--- config.mk ---
export PLATFORM = sky130hd
export DESIGN_NAME = half_float_deserializer
export DESIGN_NICKNAME = d
export VERILOG_FILES = /design/src/rtl/half_float_pkg.sv /design/src/rtl/half_float_classify.sv /design/src/rtl/half_float_deserializer.sv
export SDC_FILE = /design/constraint.sdc
export NUM_CORES = 1
export LEC_CHECK = 0
export ABC_AREA = 1
export ABC_CLOCK_PERIOD_IN_PS = 2700
export BUFFER_PORTS_ARGS = -buffer_cell sky130_fd_sc_hd__clkbuf_2
export CELL_PAD_IN_SITES_DETAIL_PLACEMENT = 2
export CELL_PAD_IN_SITES_GLOBAL_PLACEMENT = 2
export CORE_ASPECT_RATIO = 1.4
export CORE_MARGIN = 4
export CORE_UTILIZATION = 30
export DETAILED_ROUTE_END_ITERATION = 8
export PLACE_DENSITY_LB_ADDON = 0.1
export SETUP_SLACK_MARGIN = 0.4
export SKIP_CTS_REPAIR_TIMING = 1
export SLEW_MARGIN = 10
export SYNTH_ARGS = -nofsm -noshare
export SYNTH_HDL_FRONTEND = slang
export SYNTH_SLANG_ARGS = --single-unit
--- constraint.sdc ---
create_clock -name clk -period 2.7 [get_ports clk]
set_clock_uncertainty 0.1 [all_clocks]
set_input_delay 0.405 -clock clk [delete_from_list [all_inputs] [get_ports clk]]
set_output_delay 0.405 -clock clk [all_outputs]
set_load 0.01 [all_outputs]
--- src/rtl/half_float_pkg.sv ---
// Shared half-precision constants, receive-state enum and field slicing
// helper used by the serial link, the deserializer and the divider.
package half_float_pkg;

  localparam int EXP_W        = 5;
  localparam int FRAC_W       = 10;
  localparam int WORD_W       = 1 + EXP_W + FRAC_W;
  localparam int GAP_MAX_DFLT = 8;
  localparam int CNT_W        = $clog2(WORD_W + 1);

  localparam int SIGN_POS = WORD_W - 1;
  localparam int EXP_MSB  = WORD_W - 2;
  localparam int EXP_LSB  = FRAC_W;
  localparam int FRAC_MSB = FRAC_W - 1;

  typedef enum logic {
    IDLE  = 1'b0,
    SHIFT = 1'b1
  } rx_state_e;

  typedef struct packed {
    logic              sign;
    logic [EXP_W-1:0]  exponent;
    logic [FRAC_W-1:0] fraction;
  } half_fields_t;

  function automatic half_fields_t split_half(input logic [WORD_W-1:0] word);
    half_fields_t f;
    f.sign     = word[SIGN_POS];
    f.exponent = word[EXP_MSB:EXP_LSB];
    f.fraction = word[FRAC_MSB:0];
    return f;
  endfunction

endpackage

--- src/rtl/half_float_classify.sv ---
// Combinational binary16 class decode: zero, subnormal, infinity, NaN.
module half_float_classify
  import half_float_pkg::*;
(
  input  logic [EXP_W-1:0]  exponent_i,
  input  logic [FRAC_W-1:0] fraction_i,
  output logic              is_zero_o,
  output logic              is_subnormal_o,
  output logic              is_inf_o,
  output logic              is_nan_o
);

  logic exp_zero;
  logic exp_ones;
  logic frac_zero;

  assign exp_zero  = (exponent_i == '0);
  assign exp_ones  = &exponent_i;
  assign frac_zero = (fraction_i == '0);

  assign is_zero_o      = exp_zero &  frac_zero;
  assign is_subnormal_o = exp_zero & ~frac_zero;
  assign is_inf_o       = exp_ones &  frac_zero;
  assign is_nan_o       = exp_ones & ~frac_zero;

endmodule

--- src/rtl/half_float_deserializer.sv ---
// Serial (LSB first) to binary16 receiver with a double-buffered output word.
// HALF_CLASSIFY_EN adds registered is_zero/is_subnormal/is_inf/is_nan outputs.
//
// state | meaning
// IDLE  | waiting for frame_start; stray ser_valid bits are ignored
// SHIFT | collecting frame bits, gap timer running while ser_valid is low
module half_float_deserializer
  import half_float_pkg::*;
#(
  parameter int GAP_MAX = GAP_MAX_DFLT
) (
  input  logic              clk,
  input  logic              res,
  input  logic              frame_start,
  input  logic              ser_in,
  input  logic              ser_valid,
  output logic              sign,
  output logic [EXP_W-1:0]  exponent,
  output logic [FRAC_W-1:0] fraction,
  output logic              out_valid,
  input  logic              out_ready,
  output logic              busy,
  output logic              err_abort,
  output logic              err_overrun,
  input  logic              err_clr
`ifdef HALF_CLASSIFY_EN
  ,
  output logic              is_zero,
  output logic              is_subnormal,
  output logic              is_inf,
  output logic              is_nan
`endif
);

  localparam int GAP_W = $clog2(GAP_MAX + 1);
  localparam logic [CNT_W-1:0] CNT_LAST = CNT_W'(WORD_W - 1);
  localparam logic [CNT_W-1:0] CNT_FULL = CNT_W'(WORD_W);
  localparam logic [GAP_W-1:0] GAP_LAST = GAP_W'(GAP_MAX - 1);
  localparam logic [GAP_W-1:0] GAP_FULL = GAP_W'(GAP_MAX);

  rx_state_e           state_q;
  logic [CNT_W-1:0]    cnt_q;
  logic [GAP_W-1:0]    gap_q;
  logic [WORD_W-2:0]   shreg_q;
  logic [WORD_W-2:0]   shreg_d;
  logic                busy_q;
  logic                err_abort_q;

  half_fields_t        fields_q;
  half_fields_t        fields_d;
  logic                out_valid_q;
  logic                err_overrun_q;

  logic [WORD_W-1:0]   word_d;
  logic                last_bit;
  logic                load;

  // The register holds the bits still pending; the final bit goes straight
  // into the output word, so the full word exists only in the completion cycle.
  assign shreg_d  = {ser_in, shreg_q[WORD_W-2:1]};
  assign word_d   = {ser_in, shreg_q};
  assign fields_d = split_half(word_d);

  assign last_bit = (state_q == SHIFT) && !frame_start && ser_valid && (cnt_q == CNT_LAST);
  assign load     = last_bit && (!out_valid_q || out_ready);

  always_ff @(posedge clk) begin
    if (res) begin
      state_q     <= IDLE;
      cnt_q       <= '0;
      gap_q       <= '0;
      shreg_q     <= '0;
      busy_q      <= 1'b0;
      err_abort_q <= 1'b0;
    end else begin
      err_abort_q <= 1'b0;
      if (frame_start) begin
        state_q     <= SHIFT;
        busy_q      <= 1'b1;
        gap_q       <= '0;
        err_abort_q <= (state_q == SHIFT) && (cnt_q != '0);
        if (ser_valid) begin
          shreg_q <= shreg_d;
          cnt_q   <= CNT_W'(1);
        end else begin
          cnt_q   <= '0;
        end
      end else if (state_q == SHIFT) begin
        if (ser_valid) begin
          shreg_q <= shreg_d;
          gap_q   <= '0;
          if (cnt_q != CNT_FULL) cnt_q <= cnt_q + 1'b1;
          if (cnt_q == CNT_LAST) begin
            state_q <= IDLE;
            busy_q  <= 1'b0;
          end
        end else if (gap_q == GAP_LAST) begin
          gap_q       <= GAP_FULL;
          err_abort_q <= 1'b1;
          state_q     <= IDLE;
          busy_q      <= 1'b0;
        end else if (gap_q != GAP_FULL) begin
          gap_q <= gap_q + 1'b1;
        end
      end
    end
  end

  // A completing frame displaces the held word only if it is being consumed.
  always_ff @(posedge clk) begin
    if (res) begin
      fields_q      <= '0;
      out_valid_q   <= 1'b0;
      err_overrun_q <= 1'b0;
    end else begin
      if (load) begin
        fields_q    <= fields_d;
        out_valid_q <= 1'b1;
      end else if (out_valid_q && out_ready) begin
        out_valid_q <= 1'b0;
      end
      if (last_bit && !load) begin
        err_overrun_q <= 1'b1;
      end else if (err_clr) begin
        err_overrun_q <= 1'b0;
      end
    end
  end

  assign sign        = fields_q.sign;
  assign exponent    = fields_q.exponent;
  assign fraction    = fields_q.fraction;
  assign out_valid   = out_valid_q;
  assign busy        = busy_q;
  assign err_abort   = err_abort_q;
  assign err_overrun = err_overrun_q;

`ifdef HALF_CLASSIFY_EN
  logic cls_zero_d;
  logic cls_sub_d;
  logic cls_inf_d;
  logic cls_nan_d;
  logic is_zero_q;
  logic is_subnormal_q;
  logic is_inf_q;
  logic is_nan_q;

  half_float_classify u_classify (
    .exponent_i     (fields_d.exponent),
    .fraction_i     (fields_d.fraction),
    .is_zero_o      (cls_zero_d),
    .is_subnormal_o (cls_sub_d),
    .is_inf_o       (cls_inf_d),
    .is_nan_o       (cls_nan_d)
  );

  always_ff @(posedge clk) begin
    if (res) begin
      is_zero_q      <= 1'b0;
      is_subnormal_q <= 1'b0;
      is_inf_q       <= 1'b0;
      is_nan_q       <= 1'b0;
    end else if (load) begin
      is_zero_q      <= cls_zero_d;
      is_subnormal_q <= cls_sub_d;
      is_inf_q       <= cls_inf_d;
      is_nan_q       <= cls_nan_d;
    end
  end

  assign is_zero      = is_zero_q;
  assign is_subnormal = is_subnormal_q;
  assign is_inf       = is_inf_q;
  assign is_nan       = is_nan_q;
`endif

endmodule

* Word-level counts from Yosys, hierarchy flattened
Cells that the tools add are included. W data, S select, Z words.
Cells by class: multiplexer cells 29, eq/ne operators 5, reduce and logical (&&, ||, !) cells 23, $add $sub $neg 2
Operators with widths (number):
- $mux W15 | 3
- $mux W5 | 4
- $mux W1 | 19
- $mux W4 | 3
- $reduce_bool A2 Y1 | 5
- $logic_and A1 B1 Y1 | 7
- $reduce_and A3 Y1 | 2
- $reduce_bool A3 Y1 | 2
- $add A5 B1 Y5 const B | 1
- $eq A5 B4 Y1 const B | 1
- $ne A5 B5 Y1 const B | 1
- $reduce_bool A5 Y1 | 1
- $add A4 B1 Y4 const B | 1
- $eq A4 B3 Y1 const B | 1
- $ne A4 B4 Y1 const B | 1
- $logic_not A1 Y1 | 3
- $ne A3 B2 Y1 const B | 1
- $reduce_and A2 Y1 | 1
- $reduce_or A2 Y1 | 1
- $logic_or A1 B1 Y1 | 1
Word-level totals: input port bits 7, output and inout bits 20, logic and storage cells 70, register bits 45

* Depth between registers and ports, before layout
depth in word-level cells 8, depth in mapped cells 10, depth with buffers taken out 10

* Worst setup path after synthesis
No wires, ideal clock.
path kind register to register, start point register cnt_q[0], end point register fields_q, in the netlist fraction[0], required time 2470 ps, cell stages (with the launch flop) 11, slack 1042 ps, arrival 1428 ps, setup time 130 ps, buffers on the path 1, cell sequence dfxtp_1 > ha_1 > nand2_1 > nor2_1 > ha_1 > nand2_2 > nor2_8 > nand2_4 > buf_6 > nand2_1 > a21oi_2
On the way: cells in the longest elaborated chain, start to end 3
Ends and longest elaborated chain:
- start, declared | line half_float_deserializer.sv:42 | logic [CNT_W-1:0] cnt_q;
- start signal, assigned | line half_float_deserializer.sv:92 | if (cnt_q != CNT_FULL) cnt_q <= cnt_q + 1'b1;
- $eq A5 B4 Y1 | line half_float_deserializer.sv:64 | assign last_bit = (state_q == SHIFT) && !frame_start && ser_valid && (cnt_q == CNT_LAST);
- $logic_and A1 B1 Y1 | line half_float_deserializer.sv:64
- $logic_and A1 B1 Y1 | line half_float_deserializer.sv:65 | assign load = last_bit && (!out_valid_q || out_ready);
- end signal, assigned | line half_float_deserializer.sv:117 | fields_q <= fields_d;
- end, declared | line half_float_deserializer.sv:49 | half_fields_t fields_q;
Every way passes these cells. A chain may end at the register's enable or synchronous reset.

* Final worst setup path
start point register cnt_q[0], end point register fields_q, in the netlist exponent[1]
Same word-level chain as after synthesis.

==> metrics.cfg <==
[routing]
first_pass_iters=4
drcViolationCount=0
drtIter0Drc=53
ant_nets=0
vias=1702
wl_um=4820
wl_per_cell_um=13.8
via_per_inst=4.88

[timing]
hold_viol_final=0
slew_violations=0
rsz0062_at_grt=no
slew_headroom_pct=61.7
min_period_over_period_pct=71.0
tns_ns=0
worstMarginPinSlew_ns=0.572
period_needed_ns=1.92
max_freq_mhz=522
setup_viol=0

[clock_tree]
cts_tree=done
htree_levels=2
cts_num_sinks=45
clk_path_buf_depth=2
clkLatencyLatePin_ns=0.30
path_clk_slew_ns=0.09
numCtsBuffers=5
cts_root_buffer=clkbuf_8

[yosys]
synth_area_mm2=0.00192
synth_cell_types=23
synth_nets=264
synth-warning-count=0
ys_seq_area_share_pct=46.9
synth.avg_cell_area_um2=7.63
yosys_register_bits=45
netlist_instances=252

[setup_path]
cp.arrival_ns=1.99
r2r_cells=9
r2r_start=cnt_q[0]
critical_path_class=flop to flop
crit_path_end_kind=flop
r2r_setup_slack_ns=0.78
r2r_end=exponent[1]
worstSetupStartpointType=flop
cp_max_fo=18
cp.required_ns=2.77

[global_routing]
grt_max_degree=23
overflow=0
grt_pass1_vias=1744
grt_usage_pct=13.6
grt_pass1_wl_um=8150
antenna_found_initial=0

[place]
dpl.cell_count=341
hpwlAfterDp_um=3530
gp_congestion=0.777
port_buffers=26

[floorplanning]
chipWidth_um=75.6
die_h_um=103
die_area_mm2=0.00777
rows=34
io_pins=27
core_mm2=0.00621
start_util_pct=30.9

[power]
vdd_drop_max_uv=187
total_power_uw=1340
leakagePower_uw=0.000936
powerDensity_mw_per_mm2=610

[worst_hold_path]
min_path_type=input port to flop
min_from=ser_in
holdPathEnd=shreg_q[14]
hold_path_depth=3

[flow_run]
drv_cap=0

[final_layout]
finalNonFillerCells=349
mostFrequentLayoutCells=dfxtp_1, nand2_1, nor2_1
drive_gt1_share_pct=17.0
layout.nets=288
fin_util_pct=35.2
diodes=0
syn_to_final_growth_pct=13.9
final_common_cell=dfxtp_1

[status]
status=completed

-- routing by layer --
metal | vias up | track usage, % | wire, um
met1 | 808 | 15.9 | 2090
met2 | 24 | 24.0 | 2490
met5 | - | 0 | 0
li1 | 864 | - | -
met3 | 6 | 2.34 | 160
met4 | 0 | 5.65 | 87
-- through the flow --
step           setup slack [ns]  hold WS [ns]  instance area, um^2
2_1_floorplan              1.04         0.353                 1920
3_3_place_gp              0.786         0.351                 2070
3_5_place_dp              0.762         0.355                 2070
4_1_cts                   0.746         0.249                 2190
5_1_grt                   0.590         0.254                 2190
6_report                  0.783         0.255                 2190
-- flip-flops by register name (all words and copies together) (netlist names) --
signal / flops
busy: 1
exponent: 5
sign: 1
cnt_q: 5
err_overrun: 1
out_valid: 1
err_abort: 1
state_q: 1
fraction: 10
shreg_q: 15
gap_q: 4
-- kinds of logic after synthesis --
kind of cell	share of synthesized area [%]
flip-flops	46.9
adder cells (fa/ha/maj)	3.26
AND/OR/NAND/NOR	28.8
buffers and inverters	7.75
AO/OA/AOI/OAI	13.3
-- critical path, stage by stage (launching register included) --
cell and delay, ns:
dfxtp_1 0.42, ha_1 0.19, nand2_1 0.07, nor2_1 0.10
ha_1 0.16, nand2_2 0.10, nor2_8 0.28, nand2_4 0.20
nand2_1 0.11, a21oi_1 0.06
-- synth_stat cells --
master / instances / area [um^2]
nand3_1: 25 / 125
ha_1: 5 / 62.6
buf_2: 2 / 10.0
nor2_4: 2 / 22.5
inv_2: 4 / 15.0
buf_6: 2 / 22.5
nor2_1: 43 / 161
inv_1: 17 / 63.8
nand2_1: 44 / 165
dfxtp_1: 45 / 901
a21oi_1: 24 / 120
o21ai_1: 2 / 10.0
nor2_8: 1 / 20.0
nor2_2: 2 / 12.5
a21boi_0: 1 / 7.51
a21oi_2: 2 / 17.5
nand2_2: 1 / 6.26
buf_1: 2 / 7.51
nand4_1: 3 / 18.8
o21ai_0: 20 / 100
nand2_4: 2 / 22.5
buf_8: 1 / 15.0
buf_4: 2 / 15.0
-- worst max-delay path by stage --
stage / end / startpoint / slack, ns / cells after the start
after floorplan: fraction[0] / cnt_q[0] / 1.04 / 10
after global placement: fraction[3] / cnt_q[0] / 0.79 / 9
after detailed placement: fraction[0] / cnt_q[0] / 0.76 / 9
after CTS: fraction[5] / cnt_q[0] / 0.75 / 9
after global routing: exponent[2] / cnt_q[0] / 0.59 / 9
final: exponent[1] / cnt_q[0] / 0.78 / 9
-- layout make-up --
cell class | count | area [um^2]
Fill cell | 761 | 4020
Sequential cell | 45 | 901
Multi-Input combinational cell | 177 | 872
Timing Repair Buffer | 26 | 130
Tap cell | 72 | 90.1
Clock buffer | 7 | 86.3
Inverter | 21 | 78.8
Clock inverter | 1 | 30.0
-- power by group --
part | switching, uW | total [uW] | internal (uW)
combinational | 63.9 | 92.9 | 28.9
sequential | 20.9 | 707 | 686
clock | 233 | 535 | 302
total | 318 | 1340 | 1020
No activity file was read; power rests on OpenSTA's default activity.
